**src/rtl/cmp_pkg.sv**
```systemverilog
// Shared types and helpers for the comparator self-test sweep controller.
// Also used by the bench as its reference comparator.
package cmp_pkg;

    localparam int OPW_DEFAULT = 2;

    typedef enum logic [1:0] {
        ST_IDLE   = 2'd0,
        ST_SETTLE = 2'd1,
        ST_SAMPLE = 2'd2,
        ST_DONE   = 2'd3
    } state_e;

    // Reference unsigned magnitude compare, packed as {lt, gt, eq}.
    function automatic logic [2:0] golden_cmp(input int unsigned a, input int unsigned b);
        return {a < b, a > b, a == b};
    endfunction

endpackage

```
**src/rtl/cmp_sweep_ctrl_if.sv**
```systemverilog
// Operand/result bus between the sweep controller (master) and the
// comparator under test (slave).
interface cmp_sweep_ctrl_if
    import cmp_pkg::*;
#(
    parameter int OPW = OPW_DEFAULT
);
    logic [OPW-1:0] a_out;
    logic [OPW-1:0] b_out;
    logic           lt_in;
    logic           gt_in;
    logic           eq_in;

    modport master (output a_out, b_out, input  lt_in, gt_in, eq_in);
    modport slave  (input  a_out, b_out, output lt_in, gt_in, eq_in);
endinterface

```
**src/rtl/cmp_settle_timer.sv**
```systemverilog
// Settle-time counter: clear/enable up-counter whose terminal count flags
// the last cycle of the operand hold window.
module cmp_settle_timer #(
    parameter int SETTLE_CYC = 4
) (
    input  logic clk,
    input  logic rst_n,
    input  logic clr_i,
    input  logic en_i,
    output logic tc_o
);
    localparam int TW = (SETTLE_CYC > 1) ? $clog2(SETTLE_CYC) : 1;

    logic [TW-1:0] cnt_q;
    logic [TW-1:0] cnt_d;

    // NOTE: give every combinationally written signal a default first so no latch is inferred.
    always_comb begin
        cnt_d = cnt_q;
        if (clr_i)
            cnt_d = '0;
        else if (en_i)
            cnt_d = cnt_q + TW'(1);
    end

    // NOTE: sequential state uses non-blocking assignments only.
    always_ff @(posedge clk or negedge rst_n) begin
        if (!rst_n)
            cnt_q <= '0;
        else
            cnt_q <= cnt_d;
    end

    assign tc_o = (cnt_q == TW'(SETTLE_CYC - 1));

endmodule

```
**src/rtl/cmp_sweep_ctrl.sv**
```systemverilog
// Self-test sequencer: sweeps every {b,a} pair through the comparator,
// checks each sampled result against the golden compare, and tallies outcomes.
module cmp_sweep_ctrl
    import cmp_pkg::*;
#(
    parameter int OPW        = OPW_DEFAULT,
    parameter int SETTLE_CYC = 4
) (
    input  logic                 clk,
    input  logic                 rst_n,
    input  logic                 start,
    cmp_sweep_ctrl_if.master     cmp,
    output logic                 busy,
    output logic                 done,
    output logic [2*OPW:0]       lt_cnt,
    output logic [2*OPW:0]       gt_cnt,
    output logic [2*OPW:0]       eq_cnt,
    output logic [2*OPW:0]       err_cnt,
    output logic                 err,
    output logic [2*OPW-1:0]     first_err_idx
);
    localparam int IW = 2 * OPW;
    localparam int CW = 2 * OPW + 1;

    state_e        state_q;
    state_e        state_d;
    logic [IW-1:0] idx_q;
    logic [CW-1:0] lt_cnt_q;
    logic [CW-1:0] gt_cnt_q;
    logic [CW-1:0] eq_cnt_q;
    logic [CW-1:0] err_cnt_q;
    logic          err_q;
    logic [IW-1:0] first_err_idx_q;

    logic          start_acc;
    logic          sample;
    logic          last_idx;
    logic          settle_tc;
    logic [2:0]    exp_res;
    logic [2:0]    obs_res;
    logic          mismatch;

    cmp_settle_timer #(.SETTLE_CYC(SETTLE_CYC)) u_timer (
        .clk   (clk),
        .rst_n (rst_n),
        .clr_i (start_acc || sample),
        .en_i  ((state_q == ST_SETTLE) && !settle_tc),
        .tc_o  (settle_tc)
    );

    always_ff @(posedge clk or negedge rst_n) begin
        if (!rst_n)
            state_q <= ST_IDLE;
        else
            state_q <= state_d;
    end

    always_comb begin
        state_d = state_q;
        case (state_q)
            ST_IDLE, ST_DONE: if (start)     state_d = ST_SETTLE;
            ST_SETTLE:        if (settle_tc) state_d = ST_SAMPLE;
            ST_SAMPLE:        state_d = last_idx ? ST_DONE : ST_SETTLE;
            default:          state_d = ST_IDLE;
        endcase
    end

    always_comb begin
        busy      = (state_q == ST_SETTLE) || (state_q == ST_SAMPLE);
        done      = (state_q == ST_DONE);
        sample    = (state_q == ST_SAMPLE);
        start_acc = start && ((state_q == ST_IDLE) || (state_q == ST_DONE));
    end

    assign last_idx = &idx_q;
    assign exp_res  = golden_cmp(32'(idx_q[OPW-1:0]), 32'(idx_q[IW-1:OPW]));
    assign obs_res  = {cmp.lt_in, cmp.gt_in, cmp.eq_in};
    assign mismatch = (obs_res != exp_res);

    // Counts are independent per input, so a non-one-hot result bumps several.
    always_ff @(posedge clk or negedge rst_n) begin
        if (!rst_n) begin
            idx_q           <= '0;
            lt_cnt_q        <= '0;
            gt_cnt_q        <= '0;
            eq_cnt_q        <= '0;
            err_cnt_q       <= '0;
            err_q           <= 1'b0;
            first_err_idx_q <= '0;
        end else if (start_acc) begin
            idx_q           <= '0;
            lt_cnt_q        <= '0;
            gt_cnt_q        <= '0;
            eq_cnt_q        <= '0;
            err_cnt_q       <= '0;
            err_q           <= 1'b0;
            first_err_idx_q <= '0;
        end else if (sample) begin
            lt_cnt_q <= lt_cnt_q + CW'(cmp.lt_in);
            gt_cnt_q <= gt_cnt_q + CW'(cmp.gt_in);
            eq_cnt_q <= eq_cnt_q + CW'(cmp.eq_in);
            if (mismatch) begin
                err_cnt_q <= err_cnt_q + CW'(1);
                if (!err_q) begin
                    err_q           <= 1'b1;
                    first_err_idx_q <= idx_q;
                end
            end
            // The final pair stays on the bus while DONE holds.
            if (!last_idx)
                idx_q <= idx_q + IW'(1);
        end
    end

    assign cmp.a_out     = idx_q[OPW-1:0];
    assign cmp.b_out     = idx_q[IW-1:OPW];
    assign lt_cnt        = lt_cnt_q;
    assign gt_cnt        = gt_cnt_q;
    assign eq_cnt        = eq_cnt_q;
    assign err_cnt       = err_cnt_q;
    assign err           = err_q;
    assign first_err_idx = first_err_idx_q;

endmodule

```
**src/flat_wrapper.sv**
```systemverilog
// flat-port wrapper written by rule: the top's interface ports become plain ports
module cmp_sweep_ctrl_flat import cmp_pkg::*;
#(
    parameter int OPW        = OPW_DEFAULT,
    parameter int SETTLE_CYC = 4
)
  (clk, rst_n, start, busy, done, lt_cnt, gt_cnt, eq_cnt, err_cnt, err, first_err_idx, cmp_a_out, cmp_b_out, cmp_lt_in, cmp_gt_in, cmp_eq_in);
  cmp_sweep_ctrl_if #(.OPW(OPW)) cmp_i ();
  input  logic clk;
  input  logic rst_n;
  input  logic start;
  output logic busy;
  output logic done;
  output logic [2*OPW:0] lt_cnt;
  output logic [2*OPW:0] gt_cnt;
  output logic [2*OPW:0] eq_cnt;
  output logic [2*OPW:0] err_cnt;
  output logic err;
  output logic [2*OPW-1:0] first_err_idx;
  output wire logic [$bits(cmp_i.a_out)-1:0] cmp_a_out;
  output wire logic [$bits(cmp_i.b_out)-1:0] cmp_b_out;
  input wire logic [$bits(cmp_i.lt_in)-1:0] cmp_lt_in;
  input wire logic [$bits(cmp_i.gt_in)-1:0] cmp_gt_in;
  input wire logic [$bits(cmp_i.eq_in)-1:0] cmp_eq_in;
  assign cmp_a_out = cmp_i.a_out;
  assign cmp_b_out = cmp_i.b_out;
  assign cmp_i.lt_in = cmp_lt_in;
  assign cmp_i.gt_in = cmp_gt_in;
  assign cmp_i.eq_in = cmp_eq_in;
  cmp_sweep_ctrl #(.OPW(OPW), .SETTLE_CYC(SETTLE_CYC)) u_core (.clk(clk), .rst_n(rst_n), .start(start), .cmp(cmp_i), .busy(busy), .done(done), .lt_cnt(lt_cnt), .gt_cnt(gt_cnt), .eq_cnt(eq_cnt), .err_cnt(err_cnt), .err(err), .first_err_idx(first_err_idx));
endmodule
```
**config.mk**
```make
export PLATFORM = sky130hd
export DESIGN_NAME = cmp_sweep_ctrl_flat
export DESIGN_NICKNAME = d
export VERILOG_FILES = /design/src/rtl/cmp_pkg.sv /design/src/rtl/cmp_sweep_ctrl_if.sv /design/src/rtl/cmp_settle_timer.sv /design/src/rtl/cmp_sweep_ctrl.sv /design/src/flat_wrapper.sv
export SDC_FILE = /design/constraint.sdc
export NUM_CORES = 1
export LEC_CHECK = 0
export ABC_AREA = 1
export ABC_CLOCK_PERIOD_IN_PS = 2900
export CAP_MARGIN = 10
export CORE_ASPECT_RATIO = 1.2
export CORE_UTILIZATION = 31
export DETAILED_ROUTE_END_ITERATION = 8
export PLACE_DENSITY = 0.58
export SYNTH_ARGS = -nofsm -noshare
export SYNTH_HDL_FRONTEND = slang
export SYNTH_SLANG_ARGS = --single-unit
```
**constraint.sdc**
```tcl
create_clock -name clk -period 2.9 [get_ports clk]
set_input_delay 0.435 -clock clk [delete_from_list [all_inputs] [get_ports clk]]
set_output_delay 0.435 -clock clk [all_outputs]
set_load 0.02 [all_outputs]
```
; ---- Yosys cells after proc, flatten, opt, wreduce, memory -nomap -nowiden
; Index checks and enable logic that the tools add are counted.
[word_totals]
ff_bits = 33
out_inout_bits = 31
inputBits = 6
[op_classes]
mux = 25
eq_ne = 10
addsub = 6
magnitude_cmp = 2
reduce_logical = 16
[op_table]
columns = op, count
row1 = $mux 5, 9
row2 = $mux 4, 7
row3 = $add 5x1->5, 3
row4 = $mux 2, 5
row5 = $eq 2x2->1 const B, 3
row6 = $pmux 2 s3, 1
row7 = $reduce_and 2->1, 3
row8 = $reduce_bool 2->1, 3
row9 = $add 5x1->5 const B, 1
row10 = $add 4x1->4 const B, 1
row11 = $ne 2x1->1 const B, 2
row12 = $ne 2x2->1 const B, 2
row13 = $reduce_and 4->1, 1
row14 = $logic_or 1x1->1, 3
row15 = $mux 1, 3
row16 = $ne 3x3->1, 1
row17 = $reduce_and 3->1, 1
row18 = $add 2x1->2 const B, 1
row19 = $eq 2x1->1 const B, 1
row20 = $eq 2x2->1, 1
row21 = $gt 2x2->1, 1
row22 = $logic_and 1x1->1, 2
row23 = $logic_not 2->1, 1
row24 = $lt 2x2->1, 1
row25 = other kinds (2), 2

; ---- Depth between registers and ports, before layout
[logic_depth]
word_depth = 5
mapped_depth = 13
ltp_nobuf = 13

; ---- Hierarchy
; Synthesis repeated with hierarchy kept, for this count alone.
[unflattened]
cells_unflattened = 208
area_unflattened_um2 = 1796.7
[modules_own_cells]
columns = module, instances, cells_each, area_per_inst_um2, seq_area_each_um2
row1 = cmp_sweep_ctrl, 1, 196, 1699.1, 775.7
row2 = cmp_settle_timer, 1, 12, 97.6, 50.0

; ---- Worst setup path before layout
; OpenSTA, ideal clock, no wires.
[synth_path]
path_type = flip-flop to flip-flop
from = reg u_core.idx_q[3]
to = reg u_core.first_err_idx_q[0], in the netlist u_core.first_err_idx[0]
path_stages_with_launch = 12
setup_time_ns = 0.117
t_required_ns = 2.783
arrival_ns = 1.528
slack_ns = 1.255
cell_sequence = dfrtp_1 -> inv_1 -> ha_1 -> nand2_1 -> nand2_2 -> nand2_1 -> nand2_1 -> nor2_2 -> nand2_2 -> buf_6 -> nand3_1 -> nand2_1
[synth_via]
elab_chain_len = 4
elab_cells_between_ends = 6
[synth_lines]
columns = element, line_no
row1 = "start, declared", cmp_sweep_ctrl.sv:27  ; logic [IW-1:0] idx_q;
row2 = "start signal, assigned", cmp_sweep_ctrl.sv:111  ; idx_q <= idx_q + IW'(1);
row3 = "$gt 2x2->1, or another cell as far along", cmp_pkg.sv:16  ; return {a < b, a > b, a == b};
row4 = $ne 3x3->1 *, cmp_sweep_ctrl.sv:78  ; assign mismatch = (obs_res != exp_res);
row5 = $reduce_bool 2->1 (no line) *, --
row6 = $reduce_and 3->1 (no line) *, --
row7 = "end signal, assigned", cmp_sweep_ctrl.sv:106  ; first_err_idx_q <= idx_q;
row8 = "end, declared", cmp_sweep_ctrl.sv:33  ; logic [IW-1:0] first_err_idx_q;
; Every way passes the cells marked *; elsewhere a longest branch is shown, timed or not.
; A chain may end at the register's enable or synchronous reset.

; ---- Worst setup path after layout
[layout_path]
from = reg u_core.state_q[0]
to = out busy
[layout_via]
elab_chain_len = 2
elab_cells_between_ends = 3
[layout_lines]
columns = element, line_no
row1 = "start, declared", cmp_sweep_ctrl.sv:25  ; state_e state_q;
row2 = "start signal, assigned", cmp_sweep_ctrl.sv:55  ; state_q <= state_d;
row3 = $eq 2x1->1 / $eq 2x2->1 (equally long branches), cmp_sweep_ctrl.sv:69  ; busy = (state_q == ST_SETTLE) || (state_q == ST_SAMPLE);
row4 = $logic_or 1x1->1 *, cmp_sweep_ctrl.sv:69
row5 = "end, declared", flat_wrapper.sv:12  ; output logic busy;
; Marks and branches as above.

==> out/qor.yml <==
setup_path:
  reg2reg_depth: 12
  crit_path_max_fanout: 4
  critPathLaunchType: "register"
  worst-setup-path-type: "register to primary output"
  cp_data_required_time_ns: 2.47
  critPathCaptureType: "primary output"
  crit_arrival_ns: 1.80
die:
  dieArea_sq_um: 6193
  initial_core_util_pct: 32.16
  die_y_microns: 86.01
  fp-row-count: 30
  core_sq_um: 5668
  io_pins: 37
  fp.dieW_microns: 72.01
global_route:
  track_usage_pct: 13.26
  grtUsageMet1_pct: 16.67
  grt_pass1_wl_mm: 6.348
  use_met3_pct: 3.643
  grt.busiest_layer: "met2"
  grt_max_degree: 34
  grt_overflow: 0
  antenna_found_initial: 0
  use_met2_pct: 21.70
  first_global_vias: 1406
sta:
  rsz0062_at_grt: "false"
  finalSetupTns_ns: 0
  hold_violations: 0
  skew_ns: 0.004843
  relSlewSlack_pct: 71.72
  maxSlewViolCount: 0
  period_share_pct: 77.05
  clock.fmax_ghz: 0.4475
  period_minus_slack_ns: 2.234
  setup_viol: 0
  tightest_slew_ns: 0.4243
job:
  drv_cap: 0
placement:
  gp_congestion: 0.7695
  dp.final_hpwl_mm: 2.684
  port_buffers: 36
  dpl_cell_area_sq_um: 2265
clocking:
  cts_tree: "built"
  cts_sinks: 33
  hold_buffers: 0
  root_buffer: "clkbuf_8"
  clkTransAtPathRegs_ns: 0.07
  insertion_delay_ns: 0.28
  cts_max_level: 2
  ctsResizeCount: 0
  clockBufferDepth: 2
  numCtsBuffers: 5
  post_cts_buffers: 0
run_status:
  outcome: "finished clean"
cells_and_area:
  multiInputGateArea_sq_um: 870.8
  regArea_sq_um: 825.8
  nFillCells: 574
  utilization_pct: 41.41
  final_cell_area_sq_um: 2347
  finalNetCount: 273
  syn_to_final_growth_pct: 28.76
  drive_gt1_share_pct: 11.42
  antennaDiodeCount: 0
logic_synthesis:
  syn_area_per_cell_sq_um: 8.559
  synth_cell_type_count: 27
  ys_ff_latch: 33
  synth-main-ff-cell: "dfrtp_1"
  synth.most_common_cell: "nand2_1"
  synthTopCellsByCount: "nand2_1, dfrtp_1, nor2_1"
  yosys.area.top_type_share_pct: 45.30
  ys_seq_area_share_pct: 45.30
  synth-edff-count: 0
  syn_nets: 233
  synth_top_cell_by_area: "dfrtp_1"
  syn_area_sq_um: 1823
  ys_warn_count: 0
  post_synth_main_area_contributors: "dfrtp_1, ha_1, nand2_1, nor2_1, nand3_1"
  async_flop_share_pct: 100.0
  syn_inst: 213
power_and_ir_drop:
  power_leakage_nw: 1.135
  powerDensity_nw_per_um2: 967.6
  peakVddDrop_v: 0.0004222
routing:
  antenna_left: 0
  drt_wl_total_mm: 3.739
  wl_per_cell_microns: 11.19
  dr.pass1.iters: 4
  num_vias: 1497
  via_per_inst: 4.482
  drcViolationCount: 0
  drt_iter0_markers: 64
worst_hold_path:
  hold_class: "register to register"
  hold-path-cell-count: 2
==> power by group <==
group	switching (W)	internal, W	leakage [nW]
Sequential	0.000121	0.000588	0.439
Clock	0.000164	0.000166	0.0450
Combinational	0.000751	0.000481	0.651
Total	0.00104	0.00124	1.13
==> sequential cells by signal (all words and copies together) (netlist names) <==
| signal | count |
|---|---|
| u_core.lt_cnt | 5 |
| u_core.first_err_idx | 4 |
| u_core.err | 1 |
| u_core.eq_cnt | 5 |
| u_core.gt_cnt | 5 |
| u_core.u_timer.cnt_q | 2 |
| u_core.state_q | 2 |
| u_core.err_cnt | 5 |
| u_core.idx_q | 4 |
==> critical path: stages, from the launching register on <==
cell and delay (ns):
dfrtp_1 0.41, inv_1 0.06, ha_1 0.33, inv_1 0.11, clkdlybuf4s50_1 0.61
==> layout make-up <==
type | count | share of cell area, %
multi-input cells | 151 | 37.10
flip-flops and latches | 33 | 35.18
inverters | 24 | 3.945
well taps | 80 | 4.264
clock buffers | 6 | 3.092
clock inverters | 2 | 0.4264
repair buffers | 38 | 15.99
==> routing by layer <==
layer	share of wire, %	wire [microns]	vias up
met5	0	0	-
met4	0.94	35	0
met3	3.2	120	4
met2	47	1760	29
met1	49	1822	683
li1	-	-	781
==> metrics by stage <==
stage | instances | worst slack (ns) | hold WS (ns) | power, W
after floorplan | 213 | 1.255 | 0.1394 | 0.001587
after global placement | 326 | 0.9482 | 0.4612 | 0.001944
after detailed placement | 326 | 0.9007 | 0.4619 | 0.001961
after CTS | 334 | 0.6560 | 0.4795 | 0.002305
after global routing | 334 | 0.5806 | 0.5082 | 0.002485
final | 334 | 0.6656 | 0.4737 | 0.002271
==> kinds of logic after synthesis <==
logic type / after synthesis / share of synthesized area, %
simple gates: 103 / 27.66
flops: 33 / 45.30
compound gates: 31 / 9.060
buf+inv: 29 / 6.932
fa+ha+maj: 14 / 9.609
xor+xnor: 3 / 1.442
==> final timing paths <==
| kind | startpoint | endpoint | slack [ns] |
|---|---|---|---|
| worst max-delay path | u_core.state_q[0] | busy | 0.67 |
| worst max register to register | u_core.idx_q[3] | u_core.err_cnt[0] | 1.06 |
| worst min register to register | u_core.first_err_idx[2] | u_core.first_err_idx[2] | 0.47 |
| min in group asynchronous | rst_n | u_core.err_cnt[2] | 0.57 |
| max in group asynchronous | rst_n | u_core.u_timer.cnt_q[1] | 2.02 |
| worst min-delay path | u_core.first_err_idx[2] | u_core.first_err_idx[2] | 0.47 |
==> layout by cell type (no fill, tap or decap) <==
| cell | n |
|---|---|
| a21oi_1 | 12 |
| a21oi_2 | 1 |
| buf_4 | 2 |
| clkbuf_1 | 1 |
| clkbuf_8 | 5 |
| clkdlybuf4s50_1 | 36 |
| clkinv_2 | 2 |
| dfrtp_1 | 33 |
| ha_1 | 14 |
| inv_1 | 19 |
| inv_2 | 4 |
| inv_4 | 1 |
| nand2_1 | 35 |
| nand2_2 | 3 |
| nand2_4 | 1 |
| nand3_1 | 15 |
| nand3_2 | 7 |
| nand3b_1 | 2 |
| nand4_1 | 3 |
| nor2_1 | 25 |
| nor2_2 | 2 |
| nor3_1 | 7 |
| nor3b_1 | 3 |
| o21a_1 | 1 |
| o21ai_0 | 1 |
| o21ai_1 | 15 |
| o21ai_2 | 1 |
| xnor2_1 | 1 |
| xor2_1 | 2 |
Note: power is estimated with default switching activity, not from simulation.
